### src/rtl/fp_pkg.sv
// Shared widths, IEEE-754 single constants and converter state encoding
// for the float-to-integer egress path.
package fp_pkg;

    localparam int FP_BIAS = 127;
    localparam int EXP_W   = 8;
    localparam int MANT_W  = 23;

    localparam logic [31:0] INT_MAX = 32'h7FFFFFFF;
    localparam logic [31:0] INT_MIN = 32'h80000000;

    typedef enum logic [1:0] {
        IDLE  = 2'd0,
        SHIFT = 2'd1,
        FIX   = 2'd2,
        DONE  = 2'd3
    } cvt_state_t;

endpackage

### src/rtl/fp_to_int_if.sv
// Operand/result handshake bundle for fp_to_int.
// A transfer happens on a rising edge where valid and ready are both high;
// valid, once raised, holds its payload stable until that edge.
interface fp_to_int_if;

    logic        in_valid;
    logic        in_ready;
    logic [31:0] a;
    logic        out_valid;
    logic        out_ready;
    logic [31:0] c;
    logic        invalid;
    logic        inexact;

    modport master (
        output in_valid, a, out_ready,
        input  in_ready, out_valid, c, invalid, inexact
    );

    modport slave (
        input  in_valid, a, out_ready,
        output in_ready, out_valid, c, invalid, inexact
    );

endinterface

### src/rtl/fp_unpack.sv
// Combinational split of a single-precision operand into sign, mantissa,
// input class and the alignment shift needed to reach integer weight.
module fp_unpack
    import fp_pkg::*;
(
    input  logic [31:0]       a,
    output logic              s,
    output logic [MANT_W:0]   m,
    output logic              isZero,
    output logic              isNan,
    output logic              isInf,
    output logic              isOvf,
    output logic              isSmall,
    output logic [4:0]        shiftCnt,
    output logic              shiftRight
);

    logic [EXP_W-1:0]  expField;
    logic [MANT_W-1:0] frac;
    logic [EXP_W-1:0]  rightAmt;
    logic [EXP_W-1:0]  leftAmt;

    // Exponent 150 (e = 23) puts the mantissa LSB exactly at weight 1.
    localparam logic [EXP_W-1:0] ALIGN_EXP = 8'(FP_BIAS + MANT_W);
    localparam logic [EXP_W-1:0] OVF_EXP   = 8'(FP_BIAS + 31);

    assign s        = a[31];
    assign expField = a[30:23];
    assign frac     = a[22:0];
    assign m        = {1'b1, frac};

    assign isZero   = (expField == 8'd0);
    assign isNan    = (expField == 8'hFF) && (frac != '0);
    assign isInf    = (expField == 8'hFF) && (frac == '0);
    assign isOvf    = (expField != 8'hFF) && (expField >= OVF_EXP);
    assign isSmall  = (expField != 8'd0) && (expField < 8'(FP_BIAS));

    assign rightAmt   = ALIGN_EXP - expField;
    assign leftAmt    = expField - ALIGN_EXP;
    assign shiftRight = (expField < ALIGN_EXP);
    assign shiftCnt   = shiftRight ? rightAmt[4:0] : leftAmt[4:0];

endmodule

### src/rtl/fp_to_int.sv
// Float to signed 32-bit integer, round toward zero, using a one-bit-per-cycle
// aligner; special classes bypass the shifter and complete on the accept edge.
module fp_to_int
    import fp_pkg::*;
(
    input  logic            clk,
    input  logic            rst,
    fp_to_int_if.slave      bus,
    output cvt_state_t      dbgState
);

    cvt_state_t  state, stateNext;

    logic              uS;
    logic [MANT_W:0]   uM;
    logic              isZero, isNan, isInf, isOvf, isSmall;
    logic [4:0]        shiftCnt;
    logic              shiftRight;

    logic              isSpecial;
    logic [31:0]       specC;
    logic              specInv;
    logic              specInx;

    logic              signReg;
    logic [31:0]       mag;
    logic [4:0]        cnt;
    logic              dirRight;
    logic              sticky;
    logic [31:0]       cReg;
    logic              invalidReg;
    logic              inexactReg;

    fp_unpack u_unpack (
        .a          (bus.a),
        .s          (uS),
        .m          (uM),
        .isZero     (isZero),
        .isNan      (isNan),
        .isInf      (isInf),
        .isOvf      (isOvf),
        .isSmall    (isSmall),
        .shiftCnt   (shiftCnt),
        .shiftRight (shiftRight)
    );

    assign isSpecial = isZero | isNan | isInf | isOvf | isSmall;

    // -2^31 is the one out-of-range magnitude that is still representable.
    always_comb begin
        specC   = 32'd0;
        specInv = 1'b0;
        specInx = 1'b0;
        if (isNan) begin
            specC   = INT_MAX;
            specInv = 1'b1;
        end else if (isInf || isOvf) begin
            specC   = uS ? INT_MIN : INT_MAX;
            specInv = (bus.a != 32'hCF000000);
        end else if (isZero) begin
            specInx = |bus.a[22:0];
        end else if (isSmall) begin
            specInx = 1'b1;
        end
    end

    always_ff @(posedge clk or posedge rst) begin
        if (rst) state <= IDLE;
        else     state <= stateNext;
    end

    always_comb begin
        stateNext = state;
        case (state)
            IDLE: begin
                if (bus.in_valid) begin
                    if (isSpecial)           stateNext = DONE;
                    else if (shiftCnt != '0) stateNext = SHIFT;
                    else                     stateNext = FIX;
                end
            end
            SHIFT:   if (cnt == 5'd1) stateNext = FIX;
            FIX:     stateNext = DONE;
            DONE:    if (bus.out_ready) stateNext = IDLE;
            default: stateNext = IDLE;
        endcase
    end

    always_ff @(posedge clk or posedge rst) begin
        if (rst) begin
            signReg    <= 1'b0;
            mag        <= '0;
            cnt        <= '0;
            dirRight   <= 1'b0;
            sticky     <= 1'b0;
            cReg       <= '0;
            invalidReg <= 1'b0;
            inexactReg <= 1'b0;
        end else begin
            case (state)
                IDLE: begin
                    if (bus.in_valid) begin
                        signReg  <= uS;
                        mag      <= {8'd0, uM};
                        cnt      <= shiftCnt;
                        dirRight <= shiftRight;
                        sticky   <= 1'b0;
                        if (isSpecial) begin
                            cReg       <= specC;
                            invalidReg <= specInv;
                            inexactReg <= specInx;
                        end
                    end
                end
                SHIFT: begin
                    if (dirRight) begin
                        mag    <= mag >> 1;
                        sticky <= sticky | mag[0];
                    end else begin
                        mag    <= mag << 1;
                    end
                    cnt <= cnt - 5'd1;
                end
                FIX: begin
                    cReg       <= signReg ? (32'd0 - mag) : mag;
                    invalidReg <= 1'b0;
                    inexactReg <= sticky;
                end
                default: ;
            endcase
        end
    end

    assign bus.in_ready  = (state == IDLE) && !rst;
    assign bus.out_valid = (state == DONE);
    assign bus.c         = cReg;
    assign bus.invalid   = invalidReg;
    assign bus.inexact   = inexactReg;
    assign dbgState      = state;

endmodule

### src/flat_wrapper.sv
// flat-port wrapper written by rule: the top's interface ports become plain ports
module fp_to_int_flat import fp_pkg::*;
  (clk, rst, dbgState, bus_in_valid, bus_a, bus_out_ready, bus_in_ready, bus_out_valid, bus_c, bus_invalid, bus_inexact);
  fp_to_int_if bus_i ();
  input  logic clk;
  input  logic rst;
  output cvt_state_t dbgState;
  input wire logic [$bits(bus_i.in_valid)-1:0] bus_in_valid;
  input wire logic [$bits(bus_i.a)-1:0] bus_a;
  input wire logic [$bits(bus_i.out_ready)-1:0] bus_out_ready;
  output wire logic [$bits(bus_i.in_ready)-1:0] bus_in_ready;
  output wire logic [$bits(bus_i.out_valid)-1:0] bus_out_valid;
  output wire logic [$bits(bus_i.c)-1:0] bus_c;
  output wire logic [$bits(bus_i.invalid)-1:0] bus_invalid;
  output wire logic [$bits(bus_i.inexact)-1:0] bus_inexact;
  assign bus_i.in_valid = bus_in_valid;
  assign bus_i.a = bus_a;
  assign bus_i.out_ready = bus_out_ready;
  assign bus_in_ready = bus_i.in_ready;
  assign bus_out_valid = bus_i.out_valid;
  assign bus_c = bus_i.c;
  assign bus_invalid = bus_i.invalid;
  assign bus_inexact = bus_i.inexact;
  fp_to_int u_core (.clk(clk), .rst(rst), .bus(bus_i), .dbgState(dbgState));
endmodule
### config.mk
export PLATFORM = sky130hd
export DESIGN_NAME = fp_to_int_flat
export DESIGN_NICKNAME = d
export VERILOG_FILES = /design/src/rtl/fp_pkg.sv /design/src/rtl/fp_to_int_if.sv /design/src/rtl/fp_unpack.sv /design/src/rtl/fp_to_int.sv /design/src/flat_wrapper.sv
export SDC_FILE = /design/constraint.sdc
export NUM_CORES = 1
export LEC_CHECK = 0
export ABC_AREA = 1
export CAP_MARGIN = 20
export CORE_AREA = 2 2 91 93
export CTS_CLUSTER_DIAMETER = 120
export DETAILED_ROUTE_END_ITERATION = 10
export DIE_AREA = 0 0 93 95
export DONT_BUFFER_PORTS = 1
export PLACE_DENSITY = 0.78
export SETUP_SLACK_MARGIN = 0.02
export SLEW_MARGIN = 20
export SYNTH_ARGS = -nofsm -noshare
export SYNTH_HDL_FRONTEND = slang
export SYNTH_SLANG_ARGS = --single-unit
### constraint.sdc
create_clock -name clk -period 3.2 [get_ports clk]
set_input_delay 0.64 -clock clk [delete_from_list [all_inputs] [get_ports clk]]
set_output_delay 0.64 -clock clk [all_outputs]
set_load 0.02 [all_outputs]
* Word-level counts from Yosys, hierarchy flattened
Index checks and enable logic that the tools add are counted.
** Storage, ports and cells
- Bits of input ports :: 36
- Register bits after elaboration :: 76
- Output and inout bits :: 38
- Word-level logic and storage cells :: 88
** Operators by class
- Reductions and logical operators :: 21
- Muxes and demuxes :: 34
- Add/subtract/negate cells :: 4
- Equality and inequality tests :: 12
- Bitwise logic cells :: 5
- Order comparisons :: 3
** Operator list (count)
- $mux 32 :: 8
- $pmux 32 s2 :: 2
- $ne 32x32->1 const B :: 1
- $sub 1x32->32 const A :: 1
- $logic_not 23->1 :: 1
- $reduce_bool 23->1 :: 1
- $reduce_or 23->1 :: 1
- $mux 1 :: 12
- $mux 2 :: 5
- $mux 5 :: 2
- $pmux 5 s2 :: 1
- $reduce_and 3->1 :: 3
- $eq 8x8->1 const B :: 1
- $ge 8x8->1 const B :: 1
- $logic_not 8->1 :: 1
- $lt 8x7->1 const B :: 1
- $lt 8x8->1 const B :: 1
- $ne 8x8->1 const B :: 1
- $pmux 2 s4 :: 1
- $reduce_bool 8->1 :: 1
- $ne 2x1->1 const B :: 3
- $pmux 1 s2 :: 3
- $eq 5x1->1 const B :: 1
- $logic_and 1x1->1 :: 5
- other kinds (13) :: 21

* Logic depth before layout (Yosys ltp)
Gate-level depths: netlist of the first run.
- Depth in word-level cells :: 9
- Depth in mapped cells :: 12
- Gate-level depth less buffers :: 12

* Hierarchy
Synthesis of the first run repeated with hierarchy kept, for this count alone.
** Unflattened totals
- Cell total of the unflattened synthesis :: 783
- Area total of the unflattened synthesis :: 5590.4 µm²
** By module, submodules not included
- fp_to_int :: times used 1, cells each 679, seq. area each 1901.8 µm², area each 4979.8 µm²
- fp_unpack :: times used 1, cells each 104, seq. area each 0.0 µm², area each 610.6 µm²

* Worst setup path after synthesis of the first run
Ideal clock, no wire load.
- Path kind :: input to register
- Start point :: in bus_a[23]
- End point :: reg u_core.cReg[23], in the netlist u_core.bus.c[23]
- Stages :: 12
- Arrival time :: 1.851 ns
- Required time :: 3.074 ns
- Setup slack :: 1.223 ns
- Library setup time :: 0.126 ns
- Cell sequence :: inv_1 -> ha_1 -> or2_0 -> nand2_1 -> nand2_2 -> inv_2 -> nand2_2 -> a21oi_4 -> inv_2 -> buf_6 -> nor2_1 -> a21oi_1
** Between the ends
- Longest elaborated chain between the ends :: 8
- Elaborated cells between the ends (all ways) :: 22
- Those cells by class :: order compare (2); eq/ne (3); mux (5); bitwise (4); reduce/logical (8)
** Ends and longest elaborated chain
- start, declared :: line flat_wrapper.sv:9 : input wire logic [$bits(bus_i.a)-1:0] bus_a;
- $ge 8x8->1 (tied with other cells) :: line fp_unpack.sv:35 : assign isOvf = (expField != 8'hFF) && (expField >= OVF_EXP);
- $logic_and 1x1->1, on equally long branches :: line fp_unpack.sv:35, fp_unpack.sv:33, fp_unpack.sv:34
- $logic_or 1x1->1 or $or 1x1->1 (tied branches) :: line fp_to_int.sv:57, fp_to_int.sv:47
- $mux 32 or $or 1x1->1 (tied branches) :: line fp_to_int.sv:57, fp_to_int.sv:47
- $mux 32 or $or 1x1->1 (tied branches) :: line fp_to_int.sv:54, fp_to_int.sv:47
- $mux 32 or $or 1x1->1 (tied branches) :: line fp_to_int.sv:108, fp_to_int.sv:47
- $mux 32 or $ne 2x1->1 (tied branches)
- $pmux 32 s2 or $reduce_and 3->1 (tied branches)
- end signal, assigned :: line fp_to_int.sv:109 : cReg <= specC;
- end signal, assigned :: line fp_to_int.sv:125 : cReg <= signReg ? (32'd0 - mag) : mag;
- end, declared :: line fp_to_int.sv:30 : logic [31:0] cReg;
Several ways; a longest one is shown, not always the timed one. The select of a mux whose other input is x is not followed.
A chain may end at the register's enable or synchronous reset.

* Final worst setup path of the first run
- Start point :: reg u_core.state[0], in the netlist u_core.dbgState[0]
- End point :: out bus_in_ready
** Between the ends
- Longest elaborated chain between the ends :: 2
** Ends and longest elaborated chain
- start, declared :: line fp_to_int.sv:12 : cvt_state_t state, stateNext;
- start signal, assigned :: line fp_to_int.sv:69 : else state <= stateNext;
- $logic_not 2->1 :: line fp_to_int.sv:134 : assign bus.in_ready = (state == IDLE) && !rst;
- $logic_and 1x1->1 :: line fp_to_int.sv:134
- end, declared :: line flat_wrapper.sv:11 : output wire logic [$bits(bus_i.in_ready)-1:0] bus_in_ready;
No other way between the ends.

==> results.yml, run 1 <==
routing:
  vias_per_cell: 5.88
  antenna_left: 0
  wl_per_cell_um: 15.8
  wl_um: 12400
  drc_errors: 0
  drt_iter0_drc: 453
  vias: 4638
  drtPass1Iterations: 5
flow_run:
  drv_cap: 0
global_route:
  grt_use_total: 0.295
  grt_max_degree: 68
  grt_pass1_wl_um: 20400
  grt_pass1_vias: 4180
  grt-ovfl-total: 0
  antenna_found_initial: 0
outcome:
  run_status: "complete, no violations"
cts:
  cts_root_buffer: "clkbuf_8"
  cts.clk_slew.worst_paths_ns: 0.07
  cts_max_level: 3
  cts_tree: "done"
  ctsHoldBuffers: 0
  cts_inserted_buffers: 9
  cts_sinks: 76
  cts-resized-gates: 0
  clock_latency_ns: 0.36
  cts.path.max_buffers: 2
  postCtsSetupRepairBufs: 0
floorplanning:
  die-area_sq_um: 8840
  initial_utilization: 0.613
  row_count: 33
  core_sq_um: 7930
  io_pins: 74
  die_y_um: 95
  die_w_um: 93
worst_hold_path:
  min_path_type: "in -> async"
synthesis:
  syn_nets: 741
  yosysSeqAreaShare: 0.391
  synth_area_sq_um: 4860
  synth.most_common_cell: "nand2_1"
  synthArstFlopShare: 1.00
  synthCells: 693
  ys_ff_latch: 76
  synth_warnings: 0
  synth_top_area_frac: 0.391
  yosys.cell_types.count: 35
  synthTopCellsByArea: "dfrtp_1 39%, o21ai_0 8.9%, nand2_1 8.3%, nor2_1 7.9%, nand3_1 6.8%"
  synthTopCellsByCount: "107 x nand2_1, 102 x nor2_1, 86 x o21ai_0, 80 x inv_1, 76 x dfrtp_1"
  synth_area_per_cell_sq_um: 7.01
  synth_edf_count: 0
  synth_area_leader_cell: "dfrtp_1"
  synth_flop_cell: "dfrtp_1"
setup_path:
  crit_path_start_kind: "flip-flop"
  crit_type: "reg -> out"
  cp_max_fo: 7
  required_ns: 2.56
  crit_arrival_ns: 1.80
  crit_start: "u_core.dbgState[0]"
  reg2reg_from: "u_core.dbgState[1]"
  end_kind: "output pin"
layout:
  final_core_utilization: 0.652
  num_antenna_cells: 0
  register_area_sq_um: 1900
  num-fill-cells: 710
  area_growth_pct: 6.28
  multiInputGateArea_sq_um: 2480
  nNetsFinal: 727
  drive_gt1_frac: 0.0585
power:
  power.share.clock: 0.153
  power_switching_uw: 3050
  swShare: 0.506
  seq_power_share: 0.352
  powerDensity_nw_per_um2: 1170
  combPwrFrac: 0.495
  p_int_uw: 2980
  ir_drop_mv: 0.376
  total_leakage_power_uw: 0.00238
sta:
  skew_ns: 0.00850
  slew_headroom: 0.440
  period_minus_slack_ns: 2.44
  setup_viol_count_final: 0
  rsz0062_at_grt: "no"
  fin_ws_ns: 0.758
  fmax_ghz: 0.410
  tightest_slew_ns: 0.837
  fin_setup_tns_ns: 0
  post-route-period-util: 0.763
  hold_slack_ns: 0.310
  slew_violations: 0
  hold_viol: 0
place:
  dp_slack_ns: 0.745
  io_buffers: 0
  routabilityCongestion: 0.941
  detailedPlacementHpwl_um: 8890
==> critical path, stage by stage, from the launching register on <==
cell and delay, ns:
dfrtp_1 0.51, inv_1 0.15, ha_1 0.33, inv_1 0.13, nor2_1 0.33
==> cell families (layout without fill, tap and decap cells) <==
family,count (synthesis),count (layout),synth area share
and+or+nand+nor,304,304,0.267
DFF,76,76,0.391
adders and majority gates,12,12,0.0309
AOI/OAI and AO/OA,179,179,0.201
buffers and inverters,117,108,0.101
xor gates and xnor gates,5,5,0.00901
==> cells in the final DEF, fill, tap and decap left out, types with 2 or more instances in the layout <==
| cell | n |
|---|---|
| a21oi_1 | 47 |
| a21oi_2 | 2 |
| buf_4 | 5 |
| bufinv_16 | 3 |
| clkbuf_8 | 11 |
| clkinv_1 | 2 |
| dfrtp_1 | 76 |
| ha_1 | 12 |
| inv_1 | 79 |
| inv_2 | 4 |
| nand2_1 | 107 |
| nand2_2 | 5 |
| nand3_1 | 66 |
| nand3b_1 | 2 |
| nand4_1 | 12 |
| nor2_1 | 102 |
| nor2_2 | 2 |
| nor3_1 | 4 |
| o211ai_1 | 2 |
| o21ai_0 | 86 |
| o21ai_1 | 3 |
| o22ai_1 | 32 |
| xor2_1 | 4 |
==> metal layers <==
layer	track usage	wire length, um
met1	0.437	5620
met2	0.428	5390
met3	0.0670	1190
met4	0.102	236
met5	0	0
==> metrics by stage <==
stage	total power, uW	std cells	cell area, sq um
final	6030	789	5170
after CTS	5920	788	5140
after floorplan	4400	693	4860
after global routing	6540	789	5170
after global placement	4860	772	4890
after detailed placement	4990	772	4890
==> worst paths after layout <==
kind	depth (start not counted)	slack, ns	end
setup / recovery	4	0.76	bus_in_ready
hold reg to reg	2	0.57	u_core.mag[24]
hold / removal	1	0.31	u_core.dbgState[0]
max in group asynchronous	2	2.20	u_core.bus.c[14]
setup reg to reg	7	0.82	u_core.mag[4]
min in group clk	4	0.52	u_core.cnt[0]
==> layout make-up <==
cell class                 count  area share
inverter                      85      0.0618
clock buffer                  12      0.0300
tap                          105      0.0254
timing repair buffer           7      0.0165
sequential                    76       0.368
multi-input combinational    500       0.480
clock inverter                 4      0.0184
==> flip-flops by register name (all words and copies together) (netlist names) <==
name                flops
u_core.sticky           1
u_core.bus.invalid      1
u_core.dirRight         1
u_core.bus.c           32
u_core.dbgState         2
u_core.cnt              5
u_core.signReg          1
u_core.mag             32
u_core.bus.inexact      1
==> power groups by stage <==
stage / Combinational, uW / Clock [uW] / Sequential (uW)
floorplan: 2400 / 0 / 2000
global placement: 2740 / 0 / 2120
detailed placement: 2850 / 0 / 2140
CTS: 2880 / 923 / 2130
global route: 3380 / 961 / 2200
finish: 2980 / 921 / 2120
(Power assumes the default switching activity.)
==> run 2: changes to the inputs <==
Settings changed: CORE_AREA 2 2 91 93 to 2 2 95 97, DIE_AREA 0 0 93 95 to 0 0 97 99, PLACE_DENSITY 0.78 to 0.75.
Clock period 3.2 ns to 2.1 ns, I/O delays scaled along.
==> run 2 against run 1 <==
Compared with the run above: first-iteration DRC count is 41% lower; global-route usage is 3.6 points lower; non-clock buffer count is 7 higher; sequential power is 49% higher; count of clock-buffer cells in the layout is 2 lower; sequential cell count stayed put; hold slack worse by 0.28 ns; setup slack worse by 0.63 ns; final cell count is 1.3% higher; critical path type unchanged; critical endpoint unchanged; highest routed layer unchanged.
==> results.yml, run 2 (synthesis results as in run 1) <==
routing:
  drt-met1-wl_um: 5790
  vias_per_cell: 5.86
  route.met3.wl_um: 837
  highest_layer: "met4"
  drc_errors: 0
  antenna_left: 0
  drtPass1Iterations: 6
  wl_um: 12200
  vias: 4684
  drt_iter0_drc: 269
  dr_wl_met2_um: 5460
  wl_per_cell_um: 15.3
setup_path:
  end_kind: "output pin"
  crit_arrival_ns: 1.56
  required_ns: 1.68
  crit_type: "reg -> out"
  timing.critical_path.buf_inv: 2
  crit_path_start_kind: "flip-flop"
  crit_chain: "inv_1 > ha_1 > inv_1 > nor2_2"
  cpPeakStageDelay_ns: 0.38
  crit_path_frequent_cell: "inv_1"
  cp_slowest_cell: "dfrtp_1"
  crit_start: "u_core.dbgState[1]"
  crit_family: "flip-flops"
  cp_max_fo: 7
  reg2reg_from: "u_core.dbgState[1]"
global_route:
  grt_use_total: 0.260
  grt_pass1_wl_um: 20500
  grt_max_degree: 77
  grt-ovfl-total: 0
  antenna_found_initial: 0
  grt_pass1_vias: 4243
flow_run:
  drv_cap: 0
layout:
  stdcell_area_sq_um: 5210
  fin_cells: 799
  nNetsFinal: 734
  drive_gt1_frac: 0.0753
  final_common_cell: "nand2_1"
  num_antenna_cells: 0
  layout_common_cells: "105 x nand2_1, 101 x nor2_1, 86 x o21ai_0"
  area_growth_pct: 7.13
floorplanning:
  die_y_um: 99
  die_w_um: 97
  initial_utilization: 0.568
  core_sq_um: 8550
  io_pins: 74
  die-area_sq_um: 9600
  row_count: 34
cts:
  postCtsSetupRepairBufs: 0
  cts_root_buffer: "clkbuf_8"
  cts_inserted_buffers: 9
  cts_sinks: 76
  clock_latency_ns: 0.36
  cts_tree: "done"
  cts.path.max_buffers: 2
  cts_max_level: 3
  cts.clk_slew.worst_paths_ns: 0.09
place:
  placed_cells: 783
  io_buffers: 0
  routabilityCongestion: 0.893
  detailedPlacementHpwl_um: 8950
  post_dp_cell_area_sq_um: 4980
  dp_slack_ns: 0.0713
power:
  ir_drop_mv: 0.636
  total_leakage_power_uw: 0.00239
  powerDensity_nw_per_um2: 1740
  p_total_uw: 9070
sta:
  skew_ns: 0.0181
  fmax_ghz: 0.506
  hold_viol: 0
  slew_violations: 0
  period_minus_slack_ns: 1.98
  fin_ws_ns: 0.124
  setup_viol_count_final: 0
  tightest_slew_ns: 0.567
  slew_headroom: 0.620
  rsz0062_at_grt: "no"
  fin_setup_tns_ns: 0
  post-route-period-util: 0.941
worst_hold_path:
  min_path_type: "in -> async"
outcome:
  run_status: "complete, no violations"
==> run 2: cell types whose count changed in the layout (fill, tap and decap cells not counted), moves of 2 or more <==
cell	previous run	this run
inv_6	0	2
inv_2	4	2
nand2_1	107	105
bufinv_16	3	1
nand2_2	5	7
clkinvlp_4	0	3
buf_12	1	3
buf_4	5	11
==> run 2: area by class of cell <==
class | instances | area [sq um]
Fill cell | 790 | 3340
Inverter | 85 | 325
Timing Repair Buffer | 14 | 143
Sequential cell | 76 | 1900
Tap cell | 108 | 135
Clock buffer | 10 | 138
Clock inverter | 6 | 71.3
Multi-Input combinational cell | 500 | 2490
==> run 2: stage by stage <==
step                 util  hold WS, ns
CTS                 0.607       0.0509
detailed placement  0.583        0.437
floorplan               -        0.491
finish              0.609       0.0335
global route        0.609       0.0441
global placement    0.583        0.432
==> run 2: path summary, 6_finish.rpt <==
check	end	slack, ns	depth (start not counted)
worst max-delay path	bus_in_ready	0.12	4
worst min-delay path	u_core.dbgState[0]	0.03	2
worst max register to register	u_core.bus.c[19]	0.19	8
worst min register to register	u_core.sticky	0.54	2
max in group asynchronous	u_core.bus.c[6]	1.75	2
min in group clk	u_core.cnt[0]	0.31	4
==> run 2: layer usage <==
metal	vias to the layer above	track usage
met5	-	0
met1	2182	0.384
met2	188	0.400
met4	0	0.0704
met3	14	0.0418
li1	2300	-
==> run 2: timing repair <==
action                     4_1_cts  5_1_grt
resized for setup                0        7
hold buffers                     0        0
setup endpoints to repair        0       39
==> run 2: power breakdown <==
group | switching, uW | total [uW] | internal (uW)
clock network | 600 | 1190 | 592
registers | 939 | 3150 | 2210
logic | 3150 | 4730 | 1580
==> run 3: changes to the inputs <==
Settings changed: BUFFER_PORTS_ARGS from default to -buffer_cell sky130_fd_sc_hd__buf_2, CORE_AREA 2 2 95 97 to 2 2 100 102, DIE_AREA 0 0 97 99 to 0 0 102 104, DONT_BUFFER_PORTS 1 to default, PLACE_DENSITY 0.75 to 0.76.
==> run 3 against run 2 <==
Compared with the run above: final cell count increased by 12%; sequential power shrank 14%; count of clock-buffer cells in the layout stayed put; sequential cell count stayed put; first-iteration DRC count grew 21%; clock skew fell by 0.0055 ns; critical endpoint unchanged.
==> results.yml, run 3 (synthesis results as in run 1) <==
power:
  powerDensity_nw_per_um2: 1730
  ir_drop_mv: 0.754
  total_leakage_power_uw: 0.00271
global_route:
  gr-usage-met3: 0.0329
  met2_usage: 0.387
  grt_use_total: 0.254
  grt_pass1_wl_um: 21700
  grt_use_met1: 0.371
  antenna_found_initial: 0
  grt.busiest_layer: "met2"
  grt_pass1_vias: 4559
  grt_max_degree: 77
  grt-ovfl-total: 0
routing:
  vias: 4926
  drc_errors: 0
  antenna_left: 0
  wl_per_cell_um: 14.5
  drtPass1Iterations: 5
  wl_um: 13000
  vias_per_cell: 5.49
  drt_iter0_drc: 326
layout:
  layout_common_cells: "107 x nand2_1, 102 x nor2_1, 86 x o21ai_0"
  register_area_sq_um: 1900
  stdcell_area_sq_um: 5660
  num-fill-cells: 925
  drive_gt1_frac: 0.159
  final_common_cell: "nand2_1"
  num_antenna_cells: 0
  nNetsFinal: 809
  area_growth_pct: 16.4
  multiInputGateArea_sq_um: 2490
setup_path:
  cp_max_fo: 6
  crit_type: "reg -> out"
  crit_path_frequent_cell: "inv_1"
  crit_chain: "inv_1 > ha_4 > buf_4 > inv_1 > nor2_1 > buf_2"
  required_ns: 1.68
  crit_arrival_ns: 1.57
  r2r_slack_ns: 0.21
  end_kind: "output pin"
  timing.rr.end: "u_core.bus.c[24]"
  cp_slowest_cell: "dfrtp_1"
  cpPeakStageDelay_ns: 0.44
  reg2reg_from: "u_core.mag[0]"
  crit_path_start_kind: "flip-flop"
  rr_worst_depth: 10
cts:
  cts_sinks: 76
  cts_tree: "done"
  cts_max_level: 3
  cts_root_buffer: "clkbuf_8"
  cts_inserted_buffers: 9
  cts.path.max_buffers: 2
  cts.clk_slew.worst_paths_ns: 0.08
  clock_latency_ns: 0.36
place:
  detailedPlacementHpwl_um: 9540
  post_dp_cell_area_sq_um: 5390
  routabilityCongestion: 0.915
  io_buffers: 73
sta:
  fmax_ghz: 0.503
  slew_headroom: 0.582
  hold_viol: 0
  tightest_slew_ns: 0.622
  fin_setup_tns_ns: 0
  skew_ns: 0.0125
  rsz0062_at_grt: "no"
  period_minus_slack_ns: 1.99
  post-route-period-util: 0.946
  setup_viol_count_final: 0
  hold_slack_ns: 0.174
  slew_violations: 0
floorplanning:
  core_sq_um: 9550
  io_pins: 74
  die_w_um: 102
  row_count: 36
  die_y_um: 104
  die-area_sq_um: 10600
  initial_utilization: 0.509
flow_run:
  drv_cap: 0
outcome:
  run_status: "complete, no violations"
worst_hold_path:
  min_path_type: "in -> async"
## run 3: cell count changes in the layout (fill, tap and decap cells not counted), moves of 2 or more
cell,delta
buf_4,+2
buf_2,+73
bufinv_16,+3
inv_6,-2
clkinvlp_4,-2
nand2_2,-2
nand2_1,+2
## run 3: routing by layer
metal	wire length [um]	vias up
met2	5790	202
met1	6040	2262
met5	0	-
li1	-	2438
met3	892	24
met4	269	0
## run 3: cell type report
cell class | count | share of cell area
clock buffer | 10 | 0.0225
multi-input combinational | 500 | 0.440
inverter | 85 | 0.0575
clock inverter | 5 | 0.0221
tap | 133 | 0.0294
timing repair buffer | 89 | 0.0924
sequential | 76 | 0.336
## run 3: how the worst max path moves through the flow
stage	cells after the start	slack (ns)	start	endpoint
after global placement	12	0.07	bus_a[23]	u_core.bus.c[1]
after global routing	6	0.02	u_core.dbgState[0]	bus_in_ready
after detailed placement	12	-0.008	bus_a[23]	u_core.bus.c[12]
after floorplan	8	0.29	u_core.dbgState[1]	u_core.mag[23]
after CTS	6	0.07	u_core.dbgState[0]	bus_in_ready
final	6	0.11	u_core.dbgState[0]	bus_in_ready
## run 3: critical path, delay by kind of cell, from the launching register on
family | cells | cell delay (ns)
buffers and inverters | 4 | 0.51
adder cells (fa/ha/maj) | 1 | 0.19
flip-flops | 1 | 0.44
AND/OR/NAND/NOR | 1 | 0.07
## run 3: power by group
group | total (uW) | internal [uW] | switching (uW)
sequential | 2720 | 2220 | 503
clock | 1440 | 902 | 543
combinational | 5610 | 1870 | 3740
## run 3: repair_timing
action                                  in CTS  in global routing
setup buffers                                0                  1
hold buffers                                 0                  0
endpoints found under the setup margin       1                 34
pin swaps                                    0                  1
resized for setup                            1                  3
## run 3: per-stage QoR
stage	std cells	util	worst slack [ns]	total power [uW]
after floorplan	693	-	0.288	6710
after global placement	882	0.564	0.0688	8030
after detailed placement	882	0.564	-0.00760	8220
after CTS	897	0.591	0.0700	9690
after global routing	898	0.593	0.0230	10600
final	898	0.593	0.112	9770
